--- config.mk ---
export PLATFORM = sky130hd
export DESIGN_NAME = eth_rx_arbiter
export DESIGN_NICKNAME = d
export VERILOG_FILES = /design/src/rtl/eth_stream_pkg.sv /design/src/rtl/axis_skid_buffer.sv /design/src/rtl/eth_rx_arbiter.sv
export SDC_FILE = /design/constraint.sdc
export NUM_CORES = 1
export LEC_CHECK = 0
export ABC_AREA = 1
export BUFFER_PORTS_ARGS = -buffer_cell sky130_fd_sc_hd__clkbuf_2
export CORE_AREA = 2 2 199 201
export CTS_BUF_LIST = sky130_fd_sc_hd__clkbuf_8
export CTS_CLUSTER_SIZE = 30
export DETAILED_ROUTE_END_ITERATION = 8
export DIE_AREA = 0 0 201 203
export PLACE_DENSITY = 0.73
export SYNTH_ARGS = -nofsm -noshare
export SYNTH_HDL_FRONTEND = slang
export SYNTH_SLANG_ARGS = --single-unit
--- constraint.sdc ---
create_clock -name clock -period 1.6 [get_ports clock]
set_input_delay 0.08 -clock clock [delete_from_list [all_inputs] [get_ports clock]]
set_output_delay 0.08 -clock clock [all_outputs]
set_load 0.02 [all_outputs]
--- src/rtl/eth_stream_pkg.sv ---
// Shared definitions for the Ethernet receive stream path.
package eth_stream_pkg;

  localparam int DEFAULT_COUNT_WIDTH = 32;

  typedef enum logic {ST_IDLE, ST_PASS} arb_state_e;

  // tdest needs at least one bit even for a single channel
  function automatic int dest_width(input int n);
    return (n <= 2) ? 1 : $clog2(n);
  endfunction

endpackage

--- src/rtl/axis_skid_buffer.sv ---
// 2-entry AXI-Stream register slice; input ready depends only on occupancy.
module axis_skid_buffer #(
  parameter int WIDTH = 8
) (
  input  logic             clock,
  input  logic             resetn,
  input  logic [WIDTH-1:0] i_payload,
  input  logic             i_valid,
  output logic             o_ready,
  output logic [WIDTH-1:0] o_payload,
  output logic             o_valid,
  input  logic             i_ready
);

  logic [1:0][WIDTH-1:0] r_mem;
  logic                  r_wr, r_rd;
  logic [1:0]            r_cnt;
  logic                  w_push, w_pop;

  assign o_ready   = (r_cnt != 2'd2);
  assign o_valid   = (r_cnt != 2'd0);
  assign o_payload = r_mem[r_rd];
  assign w_push    = i_valid && o_ready;
  assign w_pop     = o_valid && i_ready;

  always_ff @(posedge clock or negedge resetn) begin
    if (!resetn) begin
      r_mem <= '0;
      r_wr  <= 1'b0;
      r_rd  <= 1'b0;
      r_cnt <= 2'd0;
    end else begin
      if (w_push) begin
        r_mem[r_wr] <= i_payload;
        r_wr        <= ~r_wr;
      end
      if (w_pop) r_rd <= ~r_rd;
      r_cnt <= r_cnt + {1'b0, w_push} - {1'b0, w_pop};
    end
  end

endmodule

--- src/rtl/eth_rx_arbiter.sv ---
// Frame-granular round-robin merge of CHANNELS MAC receive streams, with
// per-channel frame/error counters.
module eth_rx_arbiter
  import eth_stream_pkg::*;
#(
  parameter  int CHANNELS    = 2,
  parameter  int DATA_WIDTH  = 64,
  parameter  int COUNT_WIDTH = DEFAULT_COUNT_WIDTH,
  localparam int KEEP_WIDTH  = DATA_WIDTH / 8,
  localparam int DEST_WIDTH  = dest_width(CHANNELS)
) (
  input  logic                            clock,
  input  logic                            resetn,
  input  logic [CHANNELS-1:0]             chan_enable,
  input  logic [CHANNELS*DATA_WIDTH-1:0]  s_axis_tdata,
  input  logic [CHANNELS*KEEP_WIDTH-1:0]  s_axis_tkeep,
  input  logic [CHANNELS-1:0]             s_axis_tlast,
  input  logic [CHANNELS-1:0]             s_axis_tuser,
  input  logic [CHANNELS-1:0]             s_axis_tvalid,
  output logic [CHANNELS-1:0]             s_axis_tready,
  output logic [DATA_WIDTH-1:0]           m_axis_tdata,
  output logic [KEEP_WIDTH-1:0]           m_axis_tkeep,
  output logic                            m_axis_tlast,
  output logic                            m_axis_tuser,
  output logic                            m_axis_tvalid,
  output logic [DEST_WIDTH-1:0]           m_axis_tdest,
  input  logic                            m_axis_tready,
  output logic [CHANNELS*COUNT_WIDTH-1:0] frame_count,
  output logic [CHANNELS*COUNT_WIDTH-1:0] error_count
);

  localparam int PAY_W = DATA_WIDTH + KEEP_WIDTH + 2 + DEST_WIDTH;

  arb_state_e                r_state, w_state_nxt;
  logic [DEST_WIDTH-1:0]     r_grant, r_last_grant, w_pick;
  logic                      w_pick_vld;
  logic [CHANNELS-1:0]       w_req;
  logic                      w_gvalid, w_glast, w_guser, w_acc, w_skid_rdy;
  logic [DATA_WIDTH-1:0]     w_gdata;
  logic [KEEP_WIDTH-1:0]     w_gkeep;
  logic [PAY_W-1:0]          w_s_pay, w_m_pay;
  logic [CHANNELS-1:0][COUNT_WIDTH-1:0] w_frm_cnt, w_err_cnt;

  assign w_req = s_axis_tvalid & chan_enable;

  // Walk from the farthest candidate to the nearest so the nearest after
  // last_grant is the final assignment.
  always_comb begin
    w_pick     = '0;
    w_pick_vld = 1'b0;
    for (int k = CHANNELS; k >= 1; k--) begin
      for (int j = 0; j < CHANNELS; j++) begin
        if (j == (int'(r_last_grant) + k) % CHANNELS && w_req[j]) begin
          w_pick     = DEST_WIDTH'(j);
          w_pick_vld = 1'b1;
        end
      end
    end
  end

  always_comb begin
    w_gvalid = 1'b0;
    w_gdata  = '0;
    w_gkeep  = '0;
    w_glast  = 1'b0;
    w_guser  = 1'b0;
    for (int j = 0; j < CHANNELS; j++) begin
      if (r_grant == DEST_WIDTH'(j)) begin
        w_gvalid = s_axis_tvalid[j];
        w_gdata  = s_axis_tdata[j*DATA_WIDTH +: DATA_WIDTH];
        w_gkeep  = s_axis_tkeep[j*KEEP_WIDTH +: KEEP_WIDTH];
        w_glast  = s_axis_tlast[j];
        w_guser  = s_axis_tuser[j];
      end
    end
  end

  always_comb begin
    s_axis_tready = '0;
    if (r_state == ST_PASS) begin
      for (int j = 0; j < CHANNELS; j++)
        if (r_grant == DEST_WIDTH'(j)) s_axis_tready[j] = w_skid_rdy;
    end
  end

  assign w_acc = (r_state == ST_PASS) && w_gvalid && w_skid_rdy;

  always_comb begin
    w_state_nxt = r_state;
    case (r_state)
      ST_IDLE: if (w_pick_vld) w_state_nxt = ST_PASS;
      ST_PASS: if (w_acc && w_glast) w_state_nxt = ST_IDLE;
      default: w_state_nxt = ST_IDLE;
    endcase
  end

  always_ff @(posedge clock or negedge resetn) begin
    if (!resetn) begin
      r_state      <= ST_IDLE;
      r_grant      <= '0;
      r_last_grant <= DEST_WIDTH'(CHANNELS - 1);
    end else begin
      r_state <= w_state_nxt;
      if (r_state == ST_IDLE && w_pick_vld) r_grant <= w_pick;
      if (w_acc && w_glast) r_last_grant <= r_grant;
    end
  end

  for (genvar i = 0; i < CHANNELS; i++) begin : g_cnt
    logic [COUNT_WIDTH-1:0] r_frm, r_err;
    always_ff @(posedge clock or negedge resetn) begin
      if (!resetn) begin
        r_frm <= '0;
        r_err <= '0;
      end else if (w_acc && w_glast && r_grant == DEST_WIDTH'(i)) begin
        r_frm <= r_frm + COUNT_WIDTH'(1);
        if (w_guser) r_err <= r_err + COUNT_WIDTH'(1);
      end
    end
    assign w_frm_cnt[i] = r_frm;
    assign w_err_cnt[i] = r_err;
  end

  assign frame_count = w_frm_cnt;
  assign error_count = w_err_cnt;

  assign w_s_pay = {w_gdata, w_gkeep, w_glast, w_guser, r_grant};

  axis_skid_buffer #(.WIDTH(PAY_W)) u_skid (
    .clock     (clock),
    .resetn    (resetn),
    .i_payload (w_s_pay),
    .i_valid   (w_acc),
    .o_ready   (w_skid_rdy),
    .o_payload (w_m_pay),
    .o_valid   (m_axis_tvalid),
    .i_ready   (m_axis_tready)
  );

  assign {m_axis_tdata, m_axis_tkeep, m_axis_tlast, m_axis_tuser, m_axis_tdest} = w_m_pay;

endmodule

Word level (Yosys, flattened, before mapping)
Cells that the tools add are included.
{ "classes": {"n_addsub": 8, "mux": 23, "bitwise": 7, "n_eq_ne": 3, "order_cmp": 3, "reduce_logical": 18} }
{ "ops": {"columns": ["operator", "count"], "rows": [
  ["$mux 75", 3],
  ["$bwmux 150", 1],
  ["$add 32x1->32 const B", 4],
  ["$demux 75 s1", 1],
  ["$logic_not 32->1", 2],
  ["$mux 64", 1],
  ["$mux 1", 14],
  ["$logic_and 1x1->1", 13],
  ["$mux 8", 1],
  ["$eq 2x2->1 const A", 2],
  ["$lt 1x2->1 const B", 2],
  ["$not 1->1", 4],
  ["$reduce_and 2->1", 2],
  ["$add 1x1->1 const B", 2],
  ["$add 2x1->2", 1],
  ["$and 1x1->1 const A", 2],
  ["$and 2x2->2", 1],
  ["$mux 2", 1],
  ["$ne 2x2->1 const B", 1],
  ["$pmux 1 s2", 1],
  ["$reduce_bool 2->1", 1],
  ["$sub 2x1->2", 1],
  ["$ge 1x1->1 const B", 1]
]} }
{ "word_totals": {"input_bits": 155, "register_bits": 285} }

Depth between registers and ports, before layout
Gate-level depths: netlist (run 1).
{ "depth": {"depth_word": 10, "mapped_depth": 10, "depth_no_buf": 10} }

By module
Synthesis (run 1) repeated with hierarchy kept, for this count alone.
{ "hier_totals": {"cells_unflattened": 2201, "hier_area_um2": 15632.5} }
{ "modules_own_cells": {"columns": ["module", "instances", "seq_area_each_um2", "cells_each", "area_per_inst_um2"], "rows": [
  ["eth_rx_arbiter", 1, 3279.4, 1262, 8276.7],
  ["axis_skid_buffer", 1, 3853.7, 939, 7355.8]
]} }

Worst setup path before layout (run 1)
Ideal clock, no wire load.
{ "synth_timing": {"path_kind": "reg-to-reg", "start": "register u_skid.r_cnt[1]", "end": "register u_skid.r_cnt[1]", "path_slack_ps": -50, "path_stages_with_launch": 10, "required_time_ps": 1471, "synth_period_minus_slack_ps": 1650, "path_buffers": 0, "setup_time_ps": 129, "arrival_time_ps": 1521, "path_cell_list": "dfrtp_1 -> inv_1 -> nand2_1 -> nand2_1 -> inv_1 -> ha_1 -> inv_1 -> ha_1 -> xnor2_1 -> xor2_1"} }
{ "synth_between": {"elab_cells_between_ends": 7, "classes_between": "add/sub: 2; eq/ne: 1; reduce/logical: 4"} }
{ "synth_lines": {"columns": ["item", "line_no", "rtl"], "rows": [
  ["start, declared", "axis_skid_buffer.sv:17", "logic [1:0] r_cnt;"],
  ["start signal, assigned", "axis_skid_buffer.sv:38", "r_cnt <= r_cnt + {1'b0, w_push} - {1'b0, w_pop};"],
  ["$reduce_bool 2->1", "axis_skid_buffer.sv:21", "assign o_valid = (r_cnt != 2'd0);"],
  ["named net m_axis_tvalid", "eth_rx_arbiter.sv:25", "output logic m_axis_tvalid,"],
  ["$logic_and 1x1->1", "axis_skid_buffer.sv:24", "assign w_pop = o_valid && i_ready;"],
  ["named net u_skid.w_pop", "axis_skid_buffer.sv:18", "logic w_push, w_pop;"],
  ["$sub 2x1->2", "axis_skid_buffer.sv:38", null]
]} }
The timed path passes the listed nets, and every way through them passes these cells.
A chain may end at the register's enable or synchronous reset.

Worst setup path after layout (run 1)
{ "layout_timing": {"start": "register u_skid.r_rd", "end": "output port m_axis_tdata[29]"} }
{ "layout_between": {"elab_chain_len": 2} }
{ "layout_lines": {"columns": ["item", "line_no", "rtl"], "rows": [
  ["start, declared", "axis_skid_buffer.sv:16", "logic r_wr, r_rd;"],
  ["start signal, assigned", "axis_skid_buffer.sv:37", "if (w_pop) r_rd <= ~r_rd;"],
  ["$mux 75 (not written as such) (2 in series)", "axis_skid_buffer.sv:22", "assign o_payload = r_mem[r_rd];"],
  ["end, declared", "eth_rx_arbiter.sv:21", "output logic [DATA_WIDTH-1:0] m_axis_tdata,"]
]} }
No other way between the ends. The select of a mux whose other input is x is not followed.

==> flow_metrics.py, run 1 <==
metrics = {
    "routing": {
        "via_count": 18240,
        "avgRoutedWirePerCell_um": 19.62,
        "drt_iter0_markers": 1781,
        "viasPerCell": 5.415,
        "drt-total-wl_um": 66080,
        "dr.pass1.iters": 9,
        "ant_nets": 0,
        "drc_errors": 0,
    },
    "cells_and_area": {
        "drive_gt1_frac": 0.2962,
        "nets": 2971,
        "fill_cells": 2967,
        "final_area_sq_mm": 0.02380,
        "synthToLayoutAreaGrowth_pct": 55.69,
    },
    "synthesis": {
        "async_flop_share": 1.000,
        "synth_cell_types": 33,
        "yosysTopAreaCell": "dfrtp_1",
        "syn_area_sq_mm": 0.01528,
        "synth_top_area_frac": 0.4650,
        "synthTopCellsByArea": "dfrtp_1 46%, nand2_1 24%, o21ai_0 5.3%",
        "synth.yosys.seq_area_share": 0.4667,
        "synth_top_flop_cell": "dfrtp_1",
        "synth_edf_count": 0,
        "synth-seq-cells": 285,
        "syn_inst": 2134,
        "yosys_warnings": 0,
        "synth_nets": 2295,
        "postSynthAreaPerCell_sq_um": 7.162,
    },
    "floorplan": {
        "rows": 72,
        "fp.dieArea_sq_mm": 0.04080,
        "pin_count": 361,
        "start_util": 0.3973,
        "core_sq_mm": 0.03847,
        "die_h_um": 203,
        "die_width_um": 201,
    },
    "critical_path": {
        "crit_start": "u_skid.r_rd",
        "rrSetupSlack_ps": -240,
        "crit_slowest_cell": "dfrtp_4",
        "end_kind": "primary output",
        "slowest_delay_ps": 490,
        "critical_path_required_ps": 1520,
        "critical_path_class": "flip-flop to primary output",
        "worstSetupStartpointType": "flip-flop",
        "r2r-end": "u_skid.r_mem[38]",
        "r2r-start": "r_grant",
        "r2r_cells": 8,
        "cp_max_fo": 14,
        "crit_path_end": "m_axis_tdata[29]",
        "critical_path.cell_chain": "buf_12 > buf_16 > o21ai_4 > buf_6",
        "cp.arrival_ps": 1950,
    },
    "place": {
        "dp_hpwl_um": 33950,
        "placed_area_sq_mm": 0.01844,
        "io_buffers": 360,
        "gp_congestion": 0.9461,
    },
    "clock_tree": {
        "cts_htree_levels": 2,
        "numCtsBuffers": 50,
        "cts.sinks": 285,
        "max-clock-path-buffers": 3,
        "cts_tree": "done",
        "cts_root_buf": "clkbuf_8",
        "clk_latency_ps": 610,
        "path_clk_slew_ps": 60,
    },
    "global_routing": {
        "grt_max_degree": 82,
        "grt_pass1_vias": 16420,
        "antenna_found_initial": 4,
        "grt_pass1_wl_um": 84450,
        "grt-ovfl-total": 0,
        "use_met3": 0.06180,
        "grt.met2_usage": 0.4158,
        "grtUsageTotal": 0.2538,
        "grt-busiest-layer": "met2",
        "grt_use_met1": 0.3151,
    },
    "sta": {
        "relSlewSlack": 0.5083,
        "final-setup-viol-count": 330,
        "fin_crit_sh": 1.268,
        "worstMarginPinSlew_ps": 731.9,
        "max_freq_ghz": 0.4929,
        "finalMaxSlewViolations": 0,
        "hold_viol_final": 0,
        "holdWs_ps": 201.9,
        "skew_ps": 20.29,
        "fin_crit_ps": 2029,
        "grt_setup_unrepaired": "true",
        "worst_slack_ps": -428.9,
        "tns_ps": -42210,
    },
    "status": {
        "violations": "setup timing",
        "status": "finished, violations left",
    },
    "pwr": {
        "ir_worst_vdd_mv": 1.043,
        "powerDensity_mw_per_mm2": 1644,
        "cellLeakagePower_nw": 12.09,
    },
    "job": {
        "drv_cap": 0,
    },
    "min_path": {
        "min_path_type": "primary input to async pin",
    },
}
-- synth_stat cells, types with 7 or more instances --
cell and count:
o21ai_0 162, buf_4 23, xor2_1 33, nand3b_1 19
clkbuf_1 37, nand3_1 96, xnor2_1 33, nor2_2 7
nand4_1 41, nor3_1 13, buf_2 10, nor2_1 167
inv_1 205, nand2_1 964, dfrtp_1 284
-- layout by cell type (no fill, tap or decap), types with 41 or more instances in the layout --
cell type	n
nand4_1	41
nand2_1	895
dlygate4sd3_1	154
dfrtp_1	281
o21ai_2	41
o21ai_0	71
inv_1	211
clkbuf_8	61
buf_4	119
nor2_1	139
nand3_1	78
clkbuf_2	282
nand2_2	54
buf_6	78
-- worst max-delay path, delay by kind of cell (launching register included) --
kind | cells | cell delay, ps
buf+inv | 3 | 530
flops | 1 | 490
compound gates | 1 | 300
-- sequential cells by signal, indices dropped and copies added, names as in the netlist --
register and cells:
r_grant 1, u_skid.r_cnt 2, g_cnt.r_frm 64, u_skid.r_wr 1, g_cnt.r_err 64, r_last_grant 1, u_skid.r_mem 150, r_state 1
u_skid.r_rd 1
-- power by group --
group / leakage [nW] / switching, mW / internal [mW]
logic: 7.82 / 12.6 / 8.61
registers: 3.68 / 1.31 / 9.29
clock network: 0.586 / 3.28 / 4.05
total: 12.1 / 17.2 / 21.9
-- cells by family after synthesis --
logic type,Yosys count,share of synthesized area
buffers and inverters,287,0.07940
AND/OR/NAND/NOR,1322,0.3552
flip-flops,285,0.4667
adder cells (fa/ha/maj),6,0.004911
XOR/XNOR,66,0.03782
AO/OA/AOI/OAI,168,0.05599
-- layer usage --
layer,part of all wire,wire (um)
met1,0.36,23920
met2,0.46,30080
met3,0.12,7706
met4,0.066,4362
met5,0.00018,12
-- what timing repair did --
item / 4_1_cts / 5_1_grt
gates resized for setup: 132 / 494
buffers inserted: 1 / 46
gates cloned: 2 / 30
endpoints found under the hold margin: 437 / 1
hold buffers: 154 / 1
pin swaps: 1 / 41
endpoints found under the setup margin: 322 / 349
-- layout make-up --
cell class / count / area (sq um) / share of cell area
tap: 518 / 648.1 / 0.02724
sequential: 285 / 7142 / 0.3001
clock buffer: 60 / 825.8 / 0.03470
timing repair inverter: 1 / 8.758 / 0.0003681
multi-input combinational: 1563 / 7940 / 0.3337
timing repair buffer: 699 / 6155 / 0.2586
clock inverter: 28 / 234.0 / 0.009832
antenna: 4 / 10.01 / 0.0004206
inverter: 210 / 833.3 / 0.03502
-- how the worst min path moves through the flow --
stage	endpoint	slack, ps	from	depth (start not counted)
floorplan	g_cnt[0].r_err[0]	-220	resetn	0
global placement	u_skid.r_mem[21]	-5	resetn	1
detailed placement	u_skid.r_mem[96]	-3	resetn	1
CTS	g_cnt[1].r_err[3]	40	s_axis_tuser[0]	6
global route	g_cnt[0].r_err[16]	170	resetn	3
finish	g_cnt[0].r_err[25]	200	resetn	3
-- per-stage QoR --
step	power [mW]	util	instances	setup WS, ps
5_1_grt	40.50	0.6184	3365	-483.2
3_5_place_dp	23.24	0.4792	3043	-184.9
2_1_floorplan	18.22	-	2134	10.31
3_3_place_gp	22.82	0.4792	3043	-149.5
4_1_cts	31.95	0.5567	3288	-354.1
6_report	39.12	0.6186	3368	-428.9
Note: power is estimated with default switching activity, not from simulation.
==> run 2: changes to the inputs <==
- CORE_AREA: 2 2 199 201 -> 2 2 256 258
- DIE_AREA: 0 0 201 203 -> 0 0 258 260
- PLACE_DENSITY: 0.73 -> 0.52
==> flow_metrics.py, run 2 (synthesis gave the netlist of run 1 again) <==
metrics = {
    "status": {
        "status": "finished, violations left",
        "violations": "setup timing",
    },
    "floorplan": {
        "pin_count": 361,
        "fp.dieArea_sq_mm": 0.06708,
        "core_sq_mm": 0.06412,
        "rows": 93,
        "die_h_um": 260,
        "die_width_um": 258,
        "start_util": 0.2384,
    },
    "critical_path": {
        "crit_slowest_cell": "dfrtp_4",
        "cp.arrival_ps": 1800,
        "critical_path.cell_chain": "buf_12 > buf_8 > o21ai_1 > buf_4",
        "worstSetupStartpointType": "flip-flop",
        "slowest_delay_ps": 510,
        "critical_path_required_ps": 1520,
        "end_kind": "primary output",
        "r2r_cells": 12,
        "critical_path_class": "flip-flop to primary output",
        "cp_max_fo": 17,
    },
    "cells_and_area": {
        "layout_common_cells": "847 x nand2_1, 282 x clkbuf_2, 281 x dfrtp_1",
        "nets": 3015,
        "layout.cells.non_filler": 3748,
        "mostFrequentLayoutCell": "nand2_1",
        "regMostFlops": "u_skid.r_mem",
        "top_regs": "u_skid.r_mem: 150 flops, g_cnt.r_err: 64 flops, g_cnt.r_frm: 64 flops",
        "largest_reg_flops": 150,
        "drive_gt1_frac": 0.3115,
        "synthToLayoutAreaGrowth_pct": 62.55,
        "final_area_sq_mm": 0.02485,
    },
    "place": {
        "dp_hpwl_um": 37870,
        "gp_congestion": 0.8210,
        "placed_area_sq_mm": 0.01914,
        "io_buffers": 360,
        "place_inst": 3423,
    },
    "routing": {
        "drt_iter0_markers": 786,
        "viasPerCell": 4.318,
        "drt-total-wl_um": 59180,
        "ant_nets": 0,
        "avgRoutedWirePerCell_um": 15.79,
        "dr.pass1.iters": 5,
        "drc_errors": 0,
        "via_count": 16180,
    },
    "sta": {
        "finalMaxSlewViolations": 0,
        "tns_ps": -56690,
        "worstMarginPinSlew_ps": 368.3,
        "skew_ps": 38.61,
        "hold_viol_final": 0,
        "max_freq_ghz": 0.5324,
        "final-setup-viol-count": 357,
        "fin_crit_ps": 1878,
        "relSlewSlack": 0.7535,
        "holdWs_ps": 137.3,
        "fin_crit_sh": 1.174,
        "worst_slack_ps": -278.2,
        "grt_setup_unrepaired": "true",
    },
    "global_routing": {
        "grt_pass1_vias": 15960,
        "grt_pass1_wl_um": 87550,
        "grtUsageTotal": 0.1640,
        "grt-ovfl-total": 0,
        "antenna_found_initial": 1,
        "grt_max_degree": 62,
    },
    "pwr": {
        "cellLeakagePower_nw": 12.40,
        "ir_worst_vdd_mv": 0.9423,
        "powerDensity_mw_per_mm2": 1599,
    },
    "clock_tree": {
        "cts.sinks": 285,
        "numCtsBuffers": 56,
        "clk_latency_ps": 640,
        "max-clock-path-buffers": 3,
        "cts_htree_levels": 2,
        "cts_tree": "done",
        "path_clk_slew_ps": 60,
        "cts_root_buf": "clkbuf_8",
    },
    "job": {
        "drv_cap": 0,
    },
    "min_path": {
        "min_path_type": "primary input to async pin",
    },
}
run 2: through the flow:
stage | setup WS [ps] | total power [mW] | util
after floorplan | 10.31 | 18.22 | -
after global placement | -121.3 | 23.72 | 0.2986
after detailed placement | -130.8 | 23.87 | 0.2986
after CTS | -360.1 | 36.70 | 0.3690
after global routing | -374.5 | 42.21 | 0.3875
final | -278.2 | 39.72 | 0.3875
run 2: report_power, final:
part | leakage [nW] | total (mW) | internal (mW) | switching [mW]
clock network | 0.631 | 7.32 | 4.00 | 3.33
logic | 8.09 | 22.1 | 10.1 | 12.0
registers | 3.68 | 10.3 | 9.29 | 1.04
total | 12.4 | 39.7 | 23.4 | 16.3
run 2: path summary, 6_finish.rpt:
kind,slack (ps),endpoint,startpoint
setup reg to reg,-270,u_skid.r_mem[143],r_grant
hold reg to reg,470,u_skid.r_mem[106],u_skid.r_mem[106]
min in group clock,330,u_skid.r_mem[123],s_axis_tdata[37]
hold / removal,140,g_cnt[0].r_frm[17],resetn
setup / recovery,-280,m_axis_tdata[48],u_skid.r_rd
max in group asynchronous,1060,g_cnt[1].r_err[0],resetn
run 2: area by class of cell:
| cell class | instances | area, sq um |
|---|---|---|
| Inverter | 210 | 830.8 |
| Antenna cell | 1 | 2.502 |
| Clock buffer | 69 | 949.7 |
| Multi-Input combinational cell | 1563 | 7914 |
| Sequential cell | 285 | 7142 |
| Fill cell | 6509 | 39270 |
| Timing Repair Buffer | 737 | 6784 |
| Clock inverter | 27 | 141.4 |
| Tap cell | 855 | 1070 |
| Timing Repair inverter | 1 | 11.26 |
run 2: routing by layer:
metal | track usage | part of all wire
met1 | 0.2054 | 0.43
met2 | 0.2732 | 0.47
met3 | 0.04532 | 0.069
met4 | 0.05250 | 0.028
met5 | 0 | 0
run 2: what timing repair did:
action | 4_1_cts | 5_1_grt
hold endpoints to repair | 440 | 0
endpoints found under the setup margin | 319 | 360
hold buffers | 155 | 0
buffers inserted | 24 | 19
gates cloned | 17 | 15
gates resized for setup | 418 | 263
pin swaps | 70 | 27
run 2: critical path: cells and delay by family, from the launching register on:
kind / cells / cell delay (ps)
DFF: 1 / 510
buffers and inverters: 3 / 510
AOI/OAI and AO/OA: 1 / 160
==> run 3: changes to the inputs <==
- CORE_AREA: 2 2 256 258 -> 2 2 360 184
- DIE_AREA: 0 0 258 260 -> 0 0 362 186
==> flow_metrics.py, run 3 (synthesis gave the netlist of run 1 again) <==
metrics = {
    "clock_tree": {
        "numCtsBuffers": 48,
        "cts.sinks": 285,
        "cts_root_buf": "clkbuf_8",
        "cts_htree_levels": 2,
        "max-clock-path-buffers": 3,
        "path_clk_slew_ps": 60,
        "cts_tree": "done",
        "clk_latency_ps": 620,
    },
    "routing": {
        "via_count": 17190,
        "ant_nets": 0,
        "dr.pass1.iters": 5,
        "avgRoutedWirePerCell_um": 18.17,
        "drt-total-wl_um": 69470,
        "drt_iter0_markers": 1413,
        "drc_errors": 0,
        "viasPerCell": 4.496,
    },
    "critical_path": {
        "cp_max_fo": 15,
        "cp.arrival_ps": 1910,
        "critPathBufInv": 3,
        "r2r_cells": 9,
        "worstSetupStartpointType": "flip-flop",
        "crit_start": "u_skid.r_rd",
        "r2r-end": "g_cnt[1].r_err[5]",
        "crit_slowest_cell": "dfrtp_4",
        "crit_path_end": "m_axis_tdata[7]",
        "rrSetupSlack_ps": -270,
        "end_kind": "primary output",
        "critical_path_required_ps": 1520,
        "path_depth": 5,
        "critical_path_class": "flip-flop to primary output",
        "r2r-start": "r_grant",
        "critical_path.cell_chain": "buf_6 > buf_12 > nand2_1 > o21ai_0 > clkbuf_4",
        "crit_family": "buffers and inverters",
        "slowest_delay_ps": 550,
    },
    "sta": {
        "fin_crit_ps": 1989,
        "grt_setup_unrepaired": "true",
        "skew_ps": 23.43,
        "worstMarginPinSlew_ps": 590.6,
        "holdWs_ps": 231.2,
        "tns_ps": -58510,
        "worst_slack_ps": -389.4,
        "finalMaxSlewViolations": 0,
        "fin_crit_sh": 1.243,
        "hold_viol_final": 0,
        "relSlewSlack": 0.6032,
        "max_freq_ghz": 0.5027,
        "final-setup-viol-count": 341,
    },
    "global_routing": {
        "grtUsageTotal": 0.1783,
        "grt_pass1_wl_um": 92160,
        "grt_pass1_vias": 15120,
        "grt-ovfl-total": 0,
        "antenna_found_initial": 0,
        "grt_max_degree": 65,
    },
    "cells_and_area": {
        "layout_common_cells": "746 x nand2_1, 283 x clkbuf_2, 278 x dfrtp_1",
        "drive_gt1_frac": 0.3894,
        "mostFrequentLayoutCell": "nand2_1",
        "utilization": 0.4093,
        "regMostFlops": "u_skid.r_mem",
        "synthToLayoutAreaGrowth_pct": 71.81,
        "top_regs": "u_skid.r_mem: 150 flops, g_cnt.r_err: 64 flops, g_cnt.r_frm: 64 flops",
        "nets": 3101,
        "largest_reg_flops": 150,
        "num_antenna_cells": 0,
        "fill_cells": 6390,
    },
    "pwr": {
        "ir_worst_vdd_mv": 0.6994,
        "cellLeakagePower_nw": 13.33,
        "powerDensity_mw_per_mm2": 1550,
        "total_power_mw": 40.70,
    },
    "floorplan": {
        "fp.dieArea_sq_mm": 0.06733,
        "core_sq_mm": 0.06416,
        "die_h_um": 186,
        "die_width_um": 362,
        "start_util": 0.2382,
        "rows": 66,
        "pin_count": 361,
    },
    "status": {
        "status": "finished, violations left",
        "violations": "setup timing",
    },
    "min_path": {
        "min_path_type": "primary input to flip-flop",
    },
    "place": {
        "dp_hpwl_um": 42730,
        "gp_congestion": 0.9048,
        "pre_cts_ws_ps": -154.3,
        "io_buffers": 360,
    },
    "job": {
        "drv_cap": 0,
    },
}
run 3: cell types whose count changed in the layout (fill, tap and decap cells not counted), moves of 11 or more:
cell      previous run  this run
nand3_1             95        68
buf_6               34        70
nand3_2              0        24
nand2_2            102       149
nand2_1            847       746
buf_4              144       187
nor2_2              13        24
nor2_4              15        38
o21ai_4             25         2
clkbuf_8            87        72
nand2_4             13        67
nor2_1             153       120
clkbuf_4             0        14
o21ai_2             43        65
run 3: cell type report:
| class | instances | area, sq um | area share |
|---|---|---|---|
| multi-input combinational | 1564 | 8665 | 0.3300 |
| inverter | 210 | 843.3 | 0.03211 |
| clock inverter | 25 | 140.1 | 0.005336 |
| clock buffer | 59 | 812.0 | 0.03092 |
| timing repair inverter | 2 | 17.52 | 0.0006670 |
| timing repair buffer | 829 | 7574 | 0.2884 |
| sequential | 285 | 7146 | 0.2721 |
| tap | 850 | 1064 | 0.04050 |
run 3: routing by layer:
| metal | wire length (um) | vias to the layer above | track usage |
|---|---|---|---|
| met5 | 0 | - | 0 |
| met4 | 1159 | 0 | 0.03067 |
| met3 | 5773 | 82 | 0.05118 |
| met2 | 27710 | 571 | 0.2372 |
| met1 | 34830 | 8279 | 0.2793 |
| li1 | - | 8260 | - |
run 3: worst min-delay path, stage by stage:
cell and delay [ps]:
clkbuf_2 120, nand2_4 100, nand2_8 70, buf_6 130, nand3_4 110, buf_6 150
a21oi_1 80
run 3: through the flow:
step / std cells / area, sq um
after CTS: 3764 / 23700
after floorplan: 2134 / 15290
after global routing: 3824 / 26260
after detailed placement: 3468 / 19490
final: 3824 / 26260
after global placement: 3468 / 19490
run 3: how the worst min path moves through the flow:
stage                           from                 to  slack (ps)  cells past startpoint
global placement              resetn  u_skid.r_mem[103]          60                      1
CTS                 s_axis_tvalid[0]        u_skid.r_wr          80                      8
detailed placement            resetn   u_skid.r_mem[97]          70                      1
finish              s_axis_tvalid[0]       r_last_grant         230                      7
global route        s_axis_tvalid[0]       r_last_grant         170                      7
floorplan                     resetn  g_cnt[0].r_err[0]        -220                      0
run 3: power by group:
part | leakage (nW) | internal [mW] | switching [mW]
sequential | 3.68 | 9.28 | 1.04
clock | 0.539 | 3.47 | 3.40
combinational | 9.11 | 10.3 | 13.2
total | 13.3 | 23.1 | 17.6
run 3: repair_timing:
action,in CTS,in global routing
resized for setup,319,612
gates cloned,19,30
pin swaps,44,146
setup endpoints to repair,331,362
hold endpoints to repair,428,2
buffers inserted,38,39
hold buffers,155,1
